File: config.mk
export PLATFORM = sky130hd
export DESIGN_NAME = position_anomaly_monitor_flat
export DESIGN_NICKNAME = d
export VERILOG_FILES = /design/src/rtl/position_anomaly_monitor_if.sv /design/src/rtl/position_anomaly_monitor.sv /design/src/flat_wrapper.sv
export SDC_FILE = /design/constraint.sdc
export NUM_CORES = 1
export LEC_CHECK = 0
export BUFFER_PORTS_ARGS = -buffer_cell sky130_fd_sc_hd__buf_2
export CAP_MARGIN = 20
export CORE_ASPECT_RATIO = 2
export CORE_MARGIN = 2
export CORE_UTILIZATION = 41
export CTS_CLUSTER_DIAMETER = 80
export DETAILED_ROUTE_END_ITERATION = 6
export PLACE_DENSITY = 0.7
export SKIP_LAST_GASP = 1
export SYNTH_ARGS = -nofsm -noshare
export SYNTH_HDL_FRONTEND = slang
export SYNTH_SLANG_ARGS = --single-unit
File: constraint.sdc
create_clock -name clk -period 15.2 [get_ports clk]
set_clock_uncertainty 0.05 [all_clocks]
set_input_delay 0.76 -clock clk [delete_from_list [all_inputs] [get_ports clk]]
set_output_delay 0.76 -clock clk [all_outputs]
set_load 0.05 [all_outputs]
File: src/rtl/position_anomaly_monitor_if.sv
// Bus between the position solution stage and the anomaly monitor.
// The master side supplies samples and configuration; the slave side
// (the monitor) returns the jump pulse, the sticky alert and its event count.
interface position_anomaly_monitor_if #(
    parameter int W     = 32,
    parameter int CH    = 2,
    parameter int CNT_W = 8,
    parameter int EVT_W = 8
);
    logic              pos_valid;
    logic [CH*W-1:0]   pos;
    logic [W-1:0]      thresh;
    logic [CNT_W-1:0]  persist;
    logic              clear;
    logic              alert;
    logic [CH-1:0]     alert_ch;
    logic              jump;
    logic [EVT_W-1:0]  evt_cnt;

    modport master (
        output pos_valid, pos, thresh, persist, clear,
        input  alert, alert_ch, jump, evt_cnt
    );

    modport slave (
        input  pos_valid, pos, thresh, persist, clear,
        output alert, alert_ch, jump, evt_cnt
    );
endinterface

File: src/rtl/position_anomaly_monitor.sv
// Multi-channel GPS position jump detector. Each valid sample is compared
// against the previous one per channel (absolute step, no modular wrap).
// A sticky alert is raised after `persist` consecutive anomalous samples and
// records which channels were anomalous on the raising sample.
module position_anomaly_monitor #(
    parameter int W     = 32,
    parameter int CH    = 2,
    parameter int CNT_W = 8,
    parameter int EVT_W = 8
) (
    input  logic clk,
    input  logic rst,
    position_anomaly_monitor_if.slave bus
);

    typedef enum logic [1:0] {
        S_INIT  = 2'd0,
        S_TRACK = 2'd1,
        S_ALERT = 2'd2
    } state_t;

    state_t            state, state_nx;
    logic [CH*W-1:0]   last, last_nx;
    logic [CNT_W-1:0]  run, run_nx;
    logic              alert, alert_nx;
    logic [CH-1:0]     alert_ch, alert_ch_nx;
    logic              jump, jump_nx;
    logic [EVT_W-1:0]  evt_cnt, evt_cnt_nx;

    logic [CH-1:0]     anom;
    logic              any_anom;
    logic [CNT_W-1:0]  persist_eff;
    logic [CNT_W:0]    run_plus;
    logic              reach;
    logic [CNT_W-1:0]  run_sat;
    logic [EVT_W-1:0]  evt_sat;

    // Per-channel absolute step, computed one bit wider so 0 -> 2^W-1 is a
    // full-size step rather than a wrap of 1.
    for (genvar k = 0; k < CH; k++) begin : g_ch
        logic [W-1:0] cur;
        logic [W-1:0] prv;
        logic [W:0]   step;
        assign cur     = bus.pos[k*W +: W];
        assign prv     = last[k*W +: W];
        assign step    = (cur >= prv) ? ({1'b0, cur} - {1'b0, prv})
                                      : ({1'b0, prv} - {1'b0, cur});
        assign anom[k] = step > {1'b0, bus.thresh};
    end

    assign any_anom    = |anom;
    assign persist_eff = (bus.persist == '0) ? CNT_W'(1) : bus.persist;
    assign run_plus    = {1'b0, run} + (CNT_W+1)'(1);
    assign reach       = run_plus >= {1'b0, persist_eff};
    assign run_sat     = (run == '1) ? run : run + CNT_W'(1);
    assign evt_sat     = (evt_cnt == '1) ? evt_cnt : evt_cnt + EVT_W'(1);

    // Next-state and next-output decode; clear overrides any counting.
    always_comb begin
        // NOTE: every variable gets a default first so no latch is inferred.
        state_nx    = state;
        last_nx     = last;
        run_nx      = run;
        alert_nx    = alert;
        alert_ch_nx = alert_ch;
        jump_nx     = 1'b0;
        evt_cnt_nx  = evt_cnt;

        unique case (state)
            S_INIT: begin
                if (bus.pos_valid) begin
                    last_nx  = bus.pos;
                    state_nx = S_TRACK;
                end
            end
            S_TRACK, S_ALERT: begin
                if (bus.pos_valid) begin
                    last_nx = bus.pos;
                    jump_nx = any_anom;
                end
                if (bus.clear) begin
                    alert_nx    = 1'b0;
                    alert_ch_nx = '0;
                    run_nx      = '0;
                    state_nx    = S_TRACK;
                end else if (bus.pos_valid) begin
                    if (state == S_ALERT) begin
                        run_nx = '0;
                    end else if (!any_anom) begin
                        run_nx = '0;
                    end else if (reach) begin
                        state_nx    = S_ALERT;
                        alert_nx    = 1'b1;
                        alert_ch_nx = anom;
                        evt_cnt_nx  = evt_sat;
                        run_nx      = '0;
                    end else begin
                        run_nx = run_sat;
                    end
                end
            end
            default: state_nx = S_INIT;
        endcase
    end

    // State register.
    always_ff @(posedge clk or posedge rst) begin
        // NOTE: sequential state uses non-blocking so every register sees pre-edge values.
        if (rst) state <= S_INIT;
        else     state <= state_nx;
    end

    // Datapath and registered outputs.
    always_ff @(posedge clk or posedge rst) begin
        if (rst) begin
            last     <= '0;
            run      <= '0;
            alert    <= 1'b0;
            alert_ch <= '0;
            jump     <= 1'b0;
            evt_cnt  <= '0;
        end else begin
            last     <= last_nx;
            run      <= run_nx;
            alert    <= alert_nx;
            alert_ch <= alert_ch_nx;
            jump     <= jump_nx;
            evt_cnt  <= evt_cnt_nx;
        end
    end

    assign bus.alert    = alert;
    assign bus.alert_ch = alert_ch;
    assign bus.jump     = jump;
    assign bus.evt_cnt  = evt_cnt;

endmodule
File: src/flat_wrapper.sv
// flat-port wrapper written by rule: the top's interface ports become plain ports
module position_anomaly_monitor_flat 
#(
    parameter int W     = 32,
    parameter int CH    = 2,
    parameter int CNT_W = 8,
    parameter int EVT_W = 8
)
  (clk, rst, bus_pos_valid, bus_pos, bus_thresh, bus_persist, bus_clear, bus_alert, bus_alert_ch, bus_jump, bus_evt_cnt);
  position_anomaly_monitor_if #(.W(W), .CH(CH), .CNT_W(CNT_W), .EVT_W(EVT_W)) bus_i ();
  input  logic clk;
  input  logic rst;
  input wire logic [$bits(bus_i.pos_valid)-1:0] bus_pos_valid;
  input wire logic [$bits(bus_i.pos)-1:0] bus_pos;
  input wire logic [$bits(bus_i.thresh)-1:0] bus_thresh;
  input wire logic [$bits(bus_i.persist)-1:0] bus_persist;
  input wire logic [$bits(bus_i.clear)-1:0] bus_clear;
  output wire logic [$bits(bus_i.alert)-1:0] bus_alert;
  output wire logic [$bits(bus_i.alert_ch)-1:0] bus_alert_ch;
  output wire logic [$bits(bus_i.jump)-1:0] bus_jump;
  output wire logic [$bits(bus_i.evt_cnt)-1:0] bus_evt_cnt;
  assign bus_i.pos_valid = bus_pos_valid;
  assign bus_i.pos = bus_pos;
  assign bus_i.thresh = bus_thresh;
  assign bus_i.persist = bus_persist;
  assign bus_i.clear = bus_clear;
  assign bus_alert = bus_i.alert;
  assign bus_alert_ch = bus_i.alert_ch;
  assign bus_jump = bus_i.jump;
  assign bus_evt_cnt = bus_i.evt_cnt;
  position_anomaly_monitor #(.W(W), .CH(CH), .CNT_W(CNT_W), .EVT_W(EVT_W)) u_core (.clk(clk), .rst(rst), .bus(bus_i));
endmodule
==> summary.txt <==
Timing
  • Fmax: 0.141 GHz
  • Period Utilization, post-route: 46.7%
  • Setup TNS Final: 0 ps
  • RSZ-0062 raised after global routing: false
  • Final hold vios: 0
  • Slew Viols, Final: 0
  • Min Tclk post-route: 7100 ps
  • Actual slew at the worst max-slew pin: 986 ps
  • Headroom to the max-slew limit: 32.5%
  • Setup violators final: 0

Global routing
  • Largest net degree at the start of global routing: 130
  • GRT overflow: 0
  • Vias in the first global route: 11355
  • Initial antenna violation count: 1
  • Gr usage total: 21.3%
  • Global-route wire length before repair: 55500 um

Layout
  • Final Net Count: 2038
  • Multi-input logic area: 9120 um^2
  • Most frequent cells in the layout: 205 x ha_1, 201 x inv_1, 182 x a21oi_1, 166 x nand2_1, 156 x o21ai_0
  • Layout Utilization: 44.9%
  • Footprint of the flip-flops and latches: 2150 um^2
  • Ratio of cells with drive above 1 in the final layout: 9.39%
  • Synthesis-to-layout area growth: 8.56%
  • Fill cell count: 3162
  • Most common cell after layout, fill and taps aside: ha_1

Route
  • Drt total wl: 33200 um
  • Drt drc: 2
  • Vias per std cell: 5.58
  • Routed Antenna Nets: 0
  • Routed len/inst: 15.9 um
  • Via count: 11700
  • Drt pass-1 iters: 7
  • Initial DRC count: 846

Floorplanning
  • Die W: 127 um
  • Num rows: 90
  • DIE AREA: 31700 um^2
  • Ports: 120
  • Core area: 30000 um^2
  • Starting Density: 41.3%
  • Die H: 250 um

Clocking
  • Clock-pin slew on the worst setup and hold paths: 80 ps
  • CTS buffer count: 9
  • Post-cts sizing count: 0
  • H-tree depth: 3
  • CTS root buffer: clkbuf_16
  • CTS Sinks: 86
  • Worst-case clock buffer depth: 2
  • Post-CTS setup buffer count: 0
  • Hold_buf cts: 0
  • Worst-Skew Late Latency: 390 ps
  • CTS tree: yes

Flow run
  • Max Cap Violations: 0

Power and ir drop
  • Total chip power: 0.00122 W
  • Peak VDD IR: 0.0000690 V
  • Pwr/cell area: 90.7 nW/um^2
  • Leakage power: 7.04 nW

Setup path
  • Worst EP required: 15430 ps
  • Startpoint types: input pin
  • Arr. time, crit path: 7330 ps
  • R2R Setup Slk: 8250 ps
  • Endpoint class of the critical path: flip-flop
  • Worst Path Class, Setup: input pin to flip-flop
  • CP max FO: 22

Yosys
  • Yosys cell types: 77
  • Synthesized Nets: 1980
  • Avg Cell Area, Syn: 7.44 um^2
  • Mapped Area: 12400 um^2
  • Async set or reset register ratio after synthesis: 100%
  • Register area share after synthesis: 17.4%
  • Synth Flop Type: dfrtp_1
  • Ys Warns: 0
  • Post-synth EDFFs: 0
  • Register bit total from synthesis: 86
  • Post-Syn Instances: 1663

Placement
  • PortBufs: 119
  • HPWL after DPL: 27200 um
  • Routability Congestion: 0.989

Worst hold path
  • Worst hold path class: input pin to async pin

Outcome
  • Status: finished, violations left
  • Failing checks: DRC
cells in the mapped netlist (6+ instances only):
cell type,n,area share (%)
buf_2,25,1.0
a21oi_1,182,7.4
a221oi_1,9,0.64
a31oi_1,10,0.51
mux2i_1,24,1.9
nand2b_1,8,0.40
nor2b_1,22,1.1
clkbuf_1,42,1.3
ha_1,205,21
o31ai_1,7,0.42
a211oi_1,15,0.91
a221o_1,6,0.49
a21boi_0,6,0.36
o221ai_1,7,0.50
and3_1,18,0.91
o21bai_1,24,1.5
o21a_1,16,0.97
and4_1,6,0.42
xnor2_1,37,2.6
inv_1,202,6.1
dfrtp_1,86,17
nor2_1,86,2.6
nand3_1,25,1.0
nor3_1,20,0.81
o211ai_1,7,0.42
o21ai_0,156,6.3
a21o_1,81,4.9
nand2_1,166,5.0
mux2_2,9,0.82
xor2_1,34,2.4
nand4_1,33,1.7
logic make-up after synthesis:
group | Yosys count | synth area share [%]
compound gates | 572 | 28.6
simple gates | 413 | 15.9
buf+inv | 279 | 9.02
fa+ha+maj | 209 | 21.4
flops | 86 | 17.4
xor+xnor | 71 | 5.02
mux | 33 | 2.76
power by group:
part | switching, W | leakage [nW] | internal [W] | total, W
sequential | 0.0000157 | 1.08 | 0.000251 | 0.000266
clock | 0.000115 | 0.145 | 0.000116 | 0.000231
combinational | 0.000433 | 5.81 | 0.000289 | 0.000721
total | 0.000563 | 7.04 | 0.000656 | 0.00122
area by class of cell:
type / instances / share of cell area, %
clock inverters: 7 / 0.559
multi-input cells: 1298 / 67.8
flip-flops and latches: 86 / 16.0
well taps: 368 / 3.43
inverters: 202 / 5.65
clock buffers: 9 / 1.68
repair buffers: 124 / 4.80
diodes: 1 / 0.0186
metrics by stage:
stage / worst slack (ps) / instance area, um^2 / hold WS [ps] / instances
2_1_floorplan: 9310 / 12400 / 447 / 1663
3_3_place_gp: 7900 / 13100 / 429 / 2077
3_5_place_dp: 7790 / 13100 / 432 / 2077
4_1_cts: 8190 / 13400 / 308 / 2093
5_1_grt: 7570 / 13400 / 336 / 2095
6_report: 8100 / 13400 / 302 / 2095
sequential cells by signal, indices dropped and copies added, names as in the netlist:
name                 cells
u_core.bus.alert         1
u_core.bus.alert_ch      2
u_core.bus.evt_cnt       8
u_core.bus.jump          1
u_core.last             64
u_core.run               8
u_core.state             2
critical path, stage by stage:
cell and delay (ps):
buf_2 100, inv_1 40, ha_1 390, a21oi_1 220, o21ai_0 160, a221o_1 350, a31oi_1 490, and2_1 800
buf_4 420, mux2_2 400, nor3_1 310, a221oi_1 170, xnor2_1 180, ha_1 300, nand4_1 110, nor3_1 240
nor3b_1 270, nand4_1 120, o21ai_0 110, a21o_1 130, o21ai_1 130, nor3_2 650, nor2_1 170, mux2_2 310
metal layers:
layer / GRT usage (%) / share of wire [%]
met3: 2.36 / 4.3
met5: 0 / 0
met1: 29.0 / 47
met4: 7.32 / 2.5
met2: 34.8 / 46
path summary, 6_finish.rpt:
path	from	end	depth (start not counted)
worst max-delay path	bus_pos[60]	u_core.bus.evt_cnt[1]	24
worst min-delay path	rst	u_core.last[28]	2
worst max register to register	u_core.last[60]	u_core.bus.evt_cnt[1]	22
worst min register to register	u_core.bus.alert	u_core.bus.alert	2
max in group asynchronous	rst	u_core.last[4]	3
min in group clk	u_core.bus.alert	u_core.bus.alert	2
No activity file was read; power rests on OpenSTA's default activity.
